===== src/rtl/ntt_intt_ip_pkg.sv =====
// Purpose: shared types and constants for the NTT/INTT IP and its host-side sequencer.
// Latency: n/a (declarations only).
// Backpressure: n/a.
// Contents: operation codes, beat-counter width, sequencer state encoding, opcode check helper.
package ntt_intt_ip_pkg;

  // IP operation codes.
  localparam logic [5:0] OP_NULL = 6'h00;
  localparam logic [5:0] OP_NTT  = 6'h01;
  localparam logic [5:0] OP_INTT = 6'h02;

  // Width of the sequencer's load/store beat counter (indexes 0..255).
  localparam int SEQ_BEAT_W = 8;

  typedef enum logic [3:0] {
    SEQ_IDLE       = 4'd0,
    SEQ_LOAD_CMD   = 4'd1,
    SEQ_LOAD       = 4'd2,
    SEQ_START      = 4'd3,
    SEQ_COMP_WAIT  = 4'd4,
    SEQ_STORE_CMD  = 4'd5,
    SEQ_STORE      = 4'd6,
    SEQ_STORE_WAIT = 4'd7,
    SEQ_DONE       = 4'd8,
    SEQ_ERR        = 4'd9
  } seq_state_t;

  // Only NTT and INTT launch a job; anything else is rejected.
  function automatic logic op_is_valid(input logic [5:0] op);
    return (op == OP_NTT) || (op == OP_INTT);
  endfunction

endpackage


===== src/rtl/ntt_intt_ip_seq_wdog.sv =====
// Purpose: clearable cycle counter with a terminal flag, used as the sequencer watchdog.
// Latency: expired_o is high in the LIMIT-th enabled cycle after a clear (cnt == LIMIT-1).
// Backpressure: none; counter holds at the terminal value once expired.
// Ports: clk_i/rst_ni (sync active-low), clr_i (zero the count), en_i (count this cycle),
//        expired_o (terminal count reached). Built only with NTT_INTT_SEQ_TIMEOUT_EN.
module ntt_intt_ip_seq_wdog #(
  parameter int LIMIT = 2048
) (
  input  logic clk_i,
  input  logic rst_ni,
  input  logic clr_i,
  input  logic en_i,
  output logic expired_o
);

  localparam int CW = $clog2(LIMIT + 1);

  logic [CW-1:0] cnt_q;

  assign expired_o = (cnt_q == CW'(LIMIT - 1));

  always_ff @(posedge clk_i) begin
    if (!rst_ni) begin
      cnt_q <= '0;
    end else if (clr_i) begin
      cnt_q <= '0;
    end else if (en_i && !expired_o) begin
      cnt_q <= cnt_q + 1'b1;
    end
  end

endmodule


===== src/rtl/ntt_intt_ip_seq.sv =====
// Purpose: host-side job sequencer: load 256 coeffs, start, wait, store 256 results to the host.
// Latency: commands are decoded from state (0 cycles); result beats are registered (1 cycle).
// Backpressure: input stream via in_valid_i/in_ready_o; result stream has none (out_valid_o only).
// Ports: req_* job request handshake; in_* coefficient input stream; out_* result stream;
//        done_o/err_o job-end pulses; busy_o; ip_* command/data interface towards the IP.
// Config: define NTT_INTT_SEQ_TIMEOUT_EN to add a TIMEOUT_CYC watchdog on the IP wait states.
module ntt_intt_ip_seq
  import ntt_intt_ip_pkg::*;
#(
  parameter int N_COEFF     = 256,
  parameter int COEFF_W     = 12,
  parameter int TIMEOUT_CYC = 2048
) (
  input  logic                  clk_i,
  input  logic                  rst_ni,
  input  logic                  req_valid_i,
  output logic                  req_ready_o,
  input  logic [5:0]            req_op_i,
  input  logic                  in_valid_i,
  output logic                  in_ready_o,
  input  logic [COEFF_W-1:0]    in_data_i,
  output logic                  out_valid_o,
  output logic [COEFF_W-1:0]    out_data_o,
  output logic [SEQ_BEAT_W-1:0] out_idx_o,
  output logic                  done_o,
  output logic                  err_o,
  output logic                  busy_o,
  output logic                  ip_load_o,
  output logic                  ip_start_o,
  output logic                  ip_store_o,
  output logic                  ip_load_en_o,
  output logic [COEFF_W-1:0]    ip_wdata_o,
  output logic [5:0]            ip_operation_o,
  input  logic                  ip_rdata_valid_i,
  input  logic [COEFF_W-1:0]    ip_rdata_i,
  input  logic                  ip_intr_i
);

  localparam logic [SEQ_BEAT_W-1:0] LAST_BEAT = SEQ_BEAT_W'(N_COEFF - 1);

  seq_state_t                state_q, state_d;
  logic [SEQ_BEAT_W-1:0]     beat_q;
  logic [5:0]                op_q;
  logic                      out_valid_q;
  logic [COEFF_W-1:0]        out_data_q;
  logic [SEQ_BEAT_W-1:0]     out_idx_q;

  logic load_beat;
  logic store_beat;
  logic last_beat;
  logic wd_expired;

  assign load_beat  = (state_q == SEQ_LOAD)  && in_valid_i;
  assign store_beat = (state_q == SEQ_STORE) && ip_rdata_valid_i;
  assign last_beat  = (beat_q == LAST_BEAT);

`ifdef NTT_INTT_SEQ_TIMEOUT_EN
  logic wd_watch;
  logic wd_enter;

  // LOAD is paced by the host, so only the IP-paced states are watched.
  assign wd_watch = (state_q == SEQ_COMP_WAIT) || (state_q == SEQ_STORE) ||
                    (state_q == SEQ_STORE_WAIT);
  // Clearing on the transition edge makes the count 0 in the first cycle of each watched state.
  assign wd_enter = (state_d != state_q) &&
                    ((state_d == SEQ_COMP_WAIT) || (state_d == SEQ_STORE) ||
                     (state_d == SEQ_STORE_WAIT));

  ntt_intt_ip_seq_wdog #(
    .LIMIT(TIMEOUT_CYC)
  ) u_wdog (
    .clk_i     (clk_i),
    .rst_ni    (rst_ni),
    .clr_i     (wd_enter),
    .en_i      (wd_watch),
    .expired_o (wd_expired)
  );
`else
  logic unused_timeout;
  assign unused_timeout = (TIMEOUT_CYC == 0);
  assign wd_expired     = 1'b0;
`endif

  // Next-state logic. Exit conditions take priority over watchdog expiry.
  always_comb begin
    state_d = state_q;
    unique case (state_q)
      SEQ_IDLE: begin
        if (req_valid_i) state_d = op_is_valid(req_op_i) ? SEQ_LOAD_CMD : SEQ_ERR;
      end
      SEQ_LOAD_CMD:  state_d = SEQ_LOAD;
      SEQ_LOAD: begin
        if (load_beat && last_beat) state_d = SEQ_START;
      end
      SEQ_START:     state_d = SEQ_COMP_WAIT;
      SEQ_COMP_WAIT: begin
        if (ip_intr_i)       state_d = SEQ_STORE_CMD;
        else if (wd_expired) state_d = SEQ_ERR;
      end
      SEQ_STORE_CMD: state_d = SEQ_STORE;
      SEQ_STORE: begin
        if (store_beat && last_beat) state_d = SEQ_STORE_WAIT;
        else if (wd_expired)         state_d = SEQ_ERR;
      end
      SEQ_STORE_WAIT: begin
        if (ip_intr_i)       state_d = SEQ_DONE;
        else if (wd_expired) state_d = SEQ_ERR;
      end
      SEQ_DONE:      state_d = SEQ_IDLE;
      SEQ_ERR:       state_d = SEQ_IDLE;
      default:       state_d = SEQ_IDLE;
    endcase
  end

  // Command pulses and status are pure state decodes, so each lasts exactly one state cycle
  // and the intervening states guarantee a gap between any two commands.
  always_comb begin
    req_ready_o  = 1'b0;
    in_ready_o   = 1'b0;
    ip_load_o    = 1'b0;
    ip_start_o   = 1'b0;
    ip_store_o   = 1'b0;
    ip_load_en_o = 1'b0;
    done_o       = 1'b0;
    err_o        = 1'b0;
    busy_o       = (state_q != SEQ_IDLE);
    unique case (state_q)
      SEQ_IDLE:      req_ready_o = 1'b1;
      SEQ_LOAD_CMD:  ip_load_o   = 1'b1;
      SEQ_LOAD: begin
        in_ready_o   = 1'b1;
        ip_load_en_o = in_valid_i;
      end
      SEQ_START:     ip_start_o  = 1'b1;
      SEQ_STORE_CMD: ip_store_o  = 1'b1;
      SEQ_DONE:      done_o      = 1'b1;
      SEQ_ERR: begin
        done_o = 1'b1;
        err_o  = 1'b1;
      end
      default: ;
    endcase
  end

  assign ip_wdata_o     = in_data_i;
  assign ip_operation_o = op_q;
  assign out_valid_o    = out_valid_q;
  assign out_data_o     = out_data_q;
  assign out_idx_o      = out_idx_q;

  always_ff @(posedge clk_i) begin
    if (!rst_ni) begin
      state_q     <= SEQ_IDLE;
      beat_q      <= '0;
      op_q        <= '0;
      out_valid_q <= 1'b0;
      out_data_q  <= '0;
      out_idx_q   <= '0;
    end else begin
      state_q <= state_d;

      if (state_q == SEQ_IDLE && req_valid_i) op_q <= req_op_i;

      // One counter serves both phases; it is cleared on the last beat so STORE starts at 0.
      if (load_beat || store_beat) beat_q <= last_beat ? '0 : beat_q + 1'b1;

      out_valid_q <= store_beat;
      if (store_beat) begin
        out_data_q <= ip_rdata_i;
        out_idx_q  <= beat_q;
      end
    end
  end

endmodule


===== config.mk =====
export PLATFORM = sky130hd
export DESIGN_NAME = ntt_intt_ip_seq
export DESIGN_NICKNAME = d
export VERILOG_FILES = /design/src/rtl/ntt_intt_ip_pkg.sv /design/src/rtl/ntt_intt_ip_seq_wdog.sv /design/src/rtl/ntt_intt_ip_seq.sv
export SDC_FILE = /design/constraint.sdc
export NUM_CORES = 1
export LEC_CHECK = 0
export ABC_AREA = 1
export BUFFER_PORTS_ARGS = -buffer_cell sky130_fd_sc_hd__buf_2
export CORE_MARGIN = 3
export CORE_UTILIZATION = 29
export DETAILED_ROUTE_END_ITERATION = 6
export PLACE_DENSITY = 0.6
export SLEW_MARGIN = 20
export SYNTH_ARGS = -nofsm -noshare
export SYNTH_HDL_FRONTEND = slang
export SYNTH_SLANG_ARGS = --single-unit
export TNS_END_PERCENT = 30

===== constraint.sdc =====
create_clock -name clk_i -period 2.43 [get_ports clk_i]
set_clock_uncertainty 0.05 [all_clocks]
set_input_delay 0.1215 -clock clk_i [delete_from_list [all_inputs] [get_ports clk_i]]
set_output_delay 0.1215 -clock clk_i [all_outputs]
set_load 0.005 [all_outputs]

### Yosys cells after proc, flatten, opt, wreduce, memory -nomap -nowiden

Index checks and enable logic that the tools add are counted.

| word-level totals | value |
|---|---|
| output and inout port bits | 48 |
| register bits after elaboration | 39 |
| logic and storage cells | 51 |
| memories kept | 0 |
| bits in latches | 0 |
| RAM bits | 0 |
| input bits | 36 |
| ROM bits | 0 |

| operators by class | value |
|---|---|
| reductions and logical operators | 11 |
| muxes and demuxes | 16 |
| $add $sub $neg | 1 |
| shift operators | 0 |
| magnitude comparators | 0 |
| bitwise operators | 0 |
| div/mod/pow operators | 0 |
| multiply operators | 0 |
| equal/unequal tests | 17 |

Operator list:

| operator | count |
|---|---|
| $pmux W4 S8 | 1 |
| $mux W4 | 6 |
| $eq A4 B3 Y1 const B | 4 |
| $add A8 B1 Y8 const B | 1 |
| $eq A4 B2 Y1 const B | 2 |
| $eq A4 B4 Y1 const B | 2 |
| $eq A8 B8 Y1 const B | 1 |
| $mux W1 | 8 |
| $mux W8 | 1 |
| $eq A6 B1 Y1 const B | 1 |
| $eq A6 B2 Y1 const B | 1 |
| $ne A2 B2 Y1 const B | 3 |
| $logic_and A1 B1 Y1 | 5 |
| $reduce_and A5 Y1 | 1 |
| $eq A4 B1 Y1 const B | 1 |
| $logic_not A4 Y1 | 1 |
| $ne A2 B1 Y1 const B | 2 |
| $reduce_bool A4 Y1 | 1 |
| $logic_or A1 B1 Y1 | 2 |
| $reduce_or A2 Y1 | 1 |

### Logic depth before layout (Yosys ltp)

| depth | value |
|---|---|
| depth in word-level cells | 5 |
| depth in mapped cells | 9 |
| depth with buffers taken out | 9 |

### Worst setup path before layout

Ideal clock, no wire load.

| timing | value |
|---|---|
| kind | flip-flop to flip-flop |
| start point | register beat_q[0] |
| end point | register state_q[0] |
| setup slack | 1.061 ns |
| library setup time | 0.113 ns |
| clock period less this slack | 1.369 ns |
| cell stages (with the launch flop) | 9 |
| data required time | 2.267 ns |
| data arrival time | 1.206 ns |
| cells stage by stage | dfxtp_1 -> ha_1 -> inv_1 -> nor2_4 -> nand2_2 -> o21bai_2 -> nand3_2 -> nor2_1 -> nor2_1 |

| on the way | value |
|---|---|
| word-level cells in the longest chain between the ends | 4 |

RTL lines:

| what | line | text |
|---|---|---|
| from (decl) | ntt_intt_ip_seq.sv:42 | `logic [SEQ_BEAT_W-1:0] beat_q;` |
| from (signal assigned) | ntt_intt_ip_seq.sv:165 | `if (load_beat \|\| store_beat) beat_q <= last_beat ? '0 : beat_q + 1'b1;` |
| $eq A8 B8 Y1 * | ntt_intt_ip_seq.sv:55 | `assign last_beat = (beat_q == LAST_BEAT);` |
| $logic_and A1 B1 Y1 (on tied branches) | ntt_intt_ip_seq.sv:102, ntt_intt_ip_seq.sv:93 |  |
| $ne A2 B1 Y1 (no source line) | n/a |  |
| $reduce_and A5 Y1 (no source line) * | n/a |  |
| to (signal assigned) | ntt_intt_ip_seq.sv:160 | `state_q <= state_d;` |
| to (decl) | ntt_intt_ip_seq.sv:41 | `seq_state_t state_q, state_d;` |

Every way passes the cells marked *; elsewhere a longest branch is shown, timed or not.
A chain may end at the register's enable or synchronous reset.

### Worst setup path after layout

| timing | value |
|---|---|
| start point | register state_q[2] |
| end point | register beat_q[4] |

| on the way | value |
|---|---|
| word-level cells in the longest chain between the ends | 3 |

RTL lines:

| what | line |
|---|---|
| $eq A4 B2 Y1 or $eq A4 B3 Y1 (tied branches) | ntt_intt_ip_seq.sv:53, ntt_intt_ip_seq.sv:54 |
| $logic_and A1 B1 Y1 (on tied branches) | ntt_intt_ip_seq.sv:53, ntt_intt_ip_seq.sv:54 |
| $logic_or A1 B1 Y1 * | ntt_intt_ip_seq.sv:165 |

Marked as above.

==> metrics.csv <==
metric;value;unit
dp_cells;362;
pwr_density_cell;816;mW/mm^2
path_max_fanout;43;
min-delay-path-class;primary input to flop;
die-area;0.00731;sq mm
grtUsageTotal;0.115;
cts.sinks;39;
status;complete, no violations;
rr_endpoint;beat_q[4]$_SDFFE_PN0P_;
synth_top_area_share;0.426;
gp_congestion;0.834;
final_common_cell;buf_2;
die_x;85.5;um
fin_crit;1.75;ns
fin_setup_tns;0;ns
drive_above_1_share;0.295;
hpwl;2.98;mm
critPathMaxStageDelay;0.40;ns
switching_share;0.366;
cts_tree;done;
worst-path-stages;7;
nets;331;
root_buffer;clkbuf_8;
rsz0062_at_grt;no;
diodes;0;
reg2reg_depth;7;
hold_viol_final;0;
drc_errors;0;
hold_path.startpoint;req_op_i[4];
hold_buffers;0;
fin_util;0.362;
tightestPinTransition;0.442;ns
synthCells;248;
p_leak;0.968;nW
power.internal;1.13;mW
seq_power_share;0.437;
grt_overflow_total;0;
syn_avg_cell_area;7.39;sq um
antenna_left;0;
wirelength;4.06;mm
holdPathEnd;ip_operation_o[4]$_SDFFE_PN0P_;
cts_buffer_depth;2;
drt_iter0_drc;114;
avgViaCountPerCell;4.47;
die_y;85.5;um
grt_max_degree;44;
ys_seq_elements;39;
grt_pass1_vias;1585;
final-setup-viol-count;0;
vdd.ir_drop.worst;0.333;mV
mostFrequentLayoutCells;buf_2, dfxtp_1, a21oi_1;
syn2layout_area_growth;18.8;%
core;0.00603;sq mm
wire_per_inst;11.0;um
port_buffers;59;
cts_setup_buffers;0;
clk_latency;0.29;ns
path_class;flop to flop;
fin_crit_sh;0.719;
worstPathRequired;2.57;ns
slowest_stage;dfxtp_1;
p_sw;0.649;mW
grt_pass1_wl;6.85;mm
cap_violations;0;
rows;28;
io_pins;84;
cts_resized;0;
synth-async-reset-ratio;0;
fin_ws;0.683;ns
ys_types;29;
worstPathArrival;1.88;ns
reg2reg_slack;0.68;ns
start_kind;flop;
slew_headroom;0.705;
clk_pin_slew;0.08;ns
drv_slew;0;
cts_buffers;5;
htree_levels;2;
finalPower;1.78;mW
hold_depth;3;
syn-cell-area;0.00183;sq mm
initial_utilization;0.304;
dr.pass1.iters;4;
ys_warn_count;0;
path_cells;inv_2 -> nor2_4 -> nand3_4 -> nand2_4 -> nand3_1 -> o21ai_0 -> nor2_1;
antenna_found_initial;0;
synth_top_area_cell;dfxtp_1;
layout.cells.non_filler;370;
ys_seq_area_frac;0.426;
syn_nets;285;
vias;1655;
rr_startpoint;state_q[2]$_SDFFE_PN0P_;
path_delay_family;simple AND/OR/NAND/NOR gates;
crit_path_end_kind;flop;
fill_cells;661;
critPathBufInv;1;
pwr-share-comb;0.320;
clkPwrFrac;0.243;
ys.flop_type;dfxtp_1;
place_ws;0.680;ns
timing.fmax;572;MHz
synth-edff-count;0;
synthTopCellsByArea;dfxtp_1, a21oi_1, o21ai_0;
power by group through the flow:
stage	Combinational [mW]	Clock, mW	Sequential [mW]
6_report	0.568	0.432	0.777
5_1_grt	0.647	0.486	0.790
4_1_cts	0.576	0.452	0.776
3_5_place_dp	0.573	0	0.791
3_3_place_gp	0.570	0	0.789
2_1_floorplan	0.399	0	0.787
worst max path at each step:
stage	slack, ns	from	to
finish	0.68	state_q[2]$_SDFFE_PN0P_	beat_q[4]$_SDFFE_PN0P_
global route	0.49	state_q[2]$_SDFFE_PN0P_	beat_q[0]$_SDFFE_PN0P_
CTS	0.66	state_q[2]$_SDFFE_PN0P_	beat_q[4]$_SDFFE_PN0P_
detailed placement	0.68	state_q[2]$_SDFFE_PN0P_	beat_q[0]$_SDFFE_PN0P_
global placement	0.77	state_q[2]$_SDFFE_PN0P_	beat_q[4]$_SDFFE_PN0P_
floorplan	1.06	beat_q[0]$_SDFFE_PN0P_	state_q[0]$_SDFFE_PN0P_
registers in the layout, indices dropped and copies added (netlist names):
| name | cells |
|---|---|
| out_data_o | 12 |
| state_q | 4 |
| out_valid_o | 1 |
| out_idx_o | 8 |
| ip_operation_o | 6 |
| beat_q | 8 |
metrics by stage:
stage | hold slack (ns) | cell area, sq um
2_1_floorplan | 0.237 | 1830
4_1_cts | 0.0523 | 2180
3_5_place_dp | 0.193 | 2090
3_3_place_gp | 0.193 | 2090
6_report | 0.0565 | 2180
5_1_grt | 0.0590 | 2180
Yosys cell counts, types with 3 or more instances:
cell type,instances
a21oi_1,33
buf_2,3
buf_4,12
clkbuf_1,3
dfxtp_1,39
inv_1,31
inv_2,4
nand2_1,31
nand2_2,5
nand3_1,9
nor2_1,28
nor2_4,3
nor3_1,4
o21ai_0,24
xor2_1,3
cell families after synthesis:
group | share of synthesized area
compound gates | 0.175
simple gates | 0.232
xor+xnor | 0.0143
buf+inv | 0.146
flops | 0.426
fa+ha+maj | 0.00682
per-layer routing:
| layer | part of all wire | vias to the layer above | GRT usage |
|---|---|---|---|
| met5 | 0 | - | 0 |
| met4 | 0.013 | 0 | 0.0460 |
| met3 | 0.076 | 6 | 0.0375 |
| met2 | 0.45 | 42 | 0.186 |
| met1 | 0.46 | 741 | 0.141 |
| li1 | - | 866 | - |
layout make-up:
cell class	instances	area [sq um]	area share
Sequential cell	39	781	0.358
Clock buffer	5	68.8	0.0316
Multi-Input combinational cell	153	785	0.360
Tap cell	75	93.8	0.0431
Timing Repair Buffer	59	295	0.136
Clock inverter	3	20.0	0.00919
Inverter	36	135	0.0620
tightest hold or removal path: cells and delay by family:
family / cells / cell delay, ns
AOI/OAI and AO/OA: 1 / 0.06
buffers and inverters: 1 / 0.10
and+or+nand+nor: 1 / 0.07
Note: power is estimated with default switching activity, not from simulation.
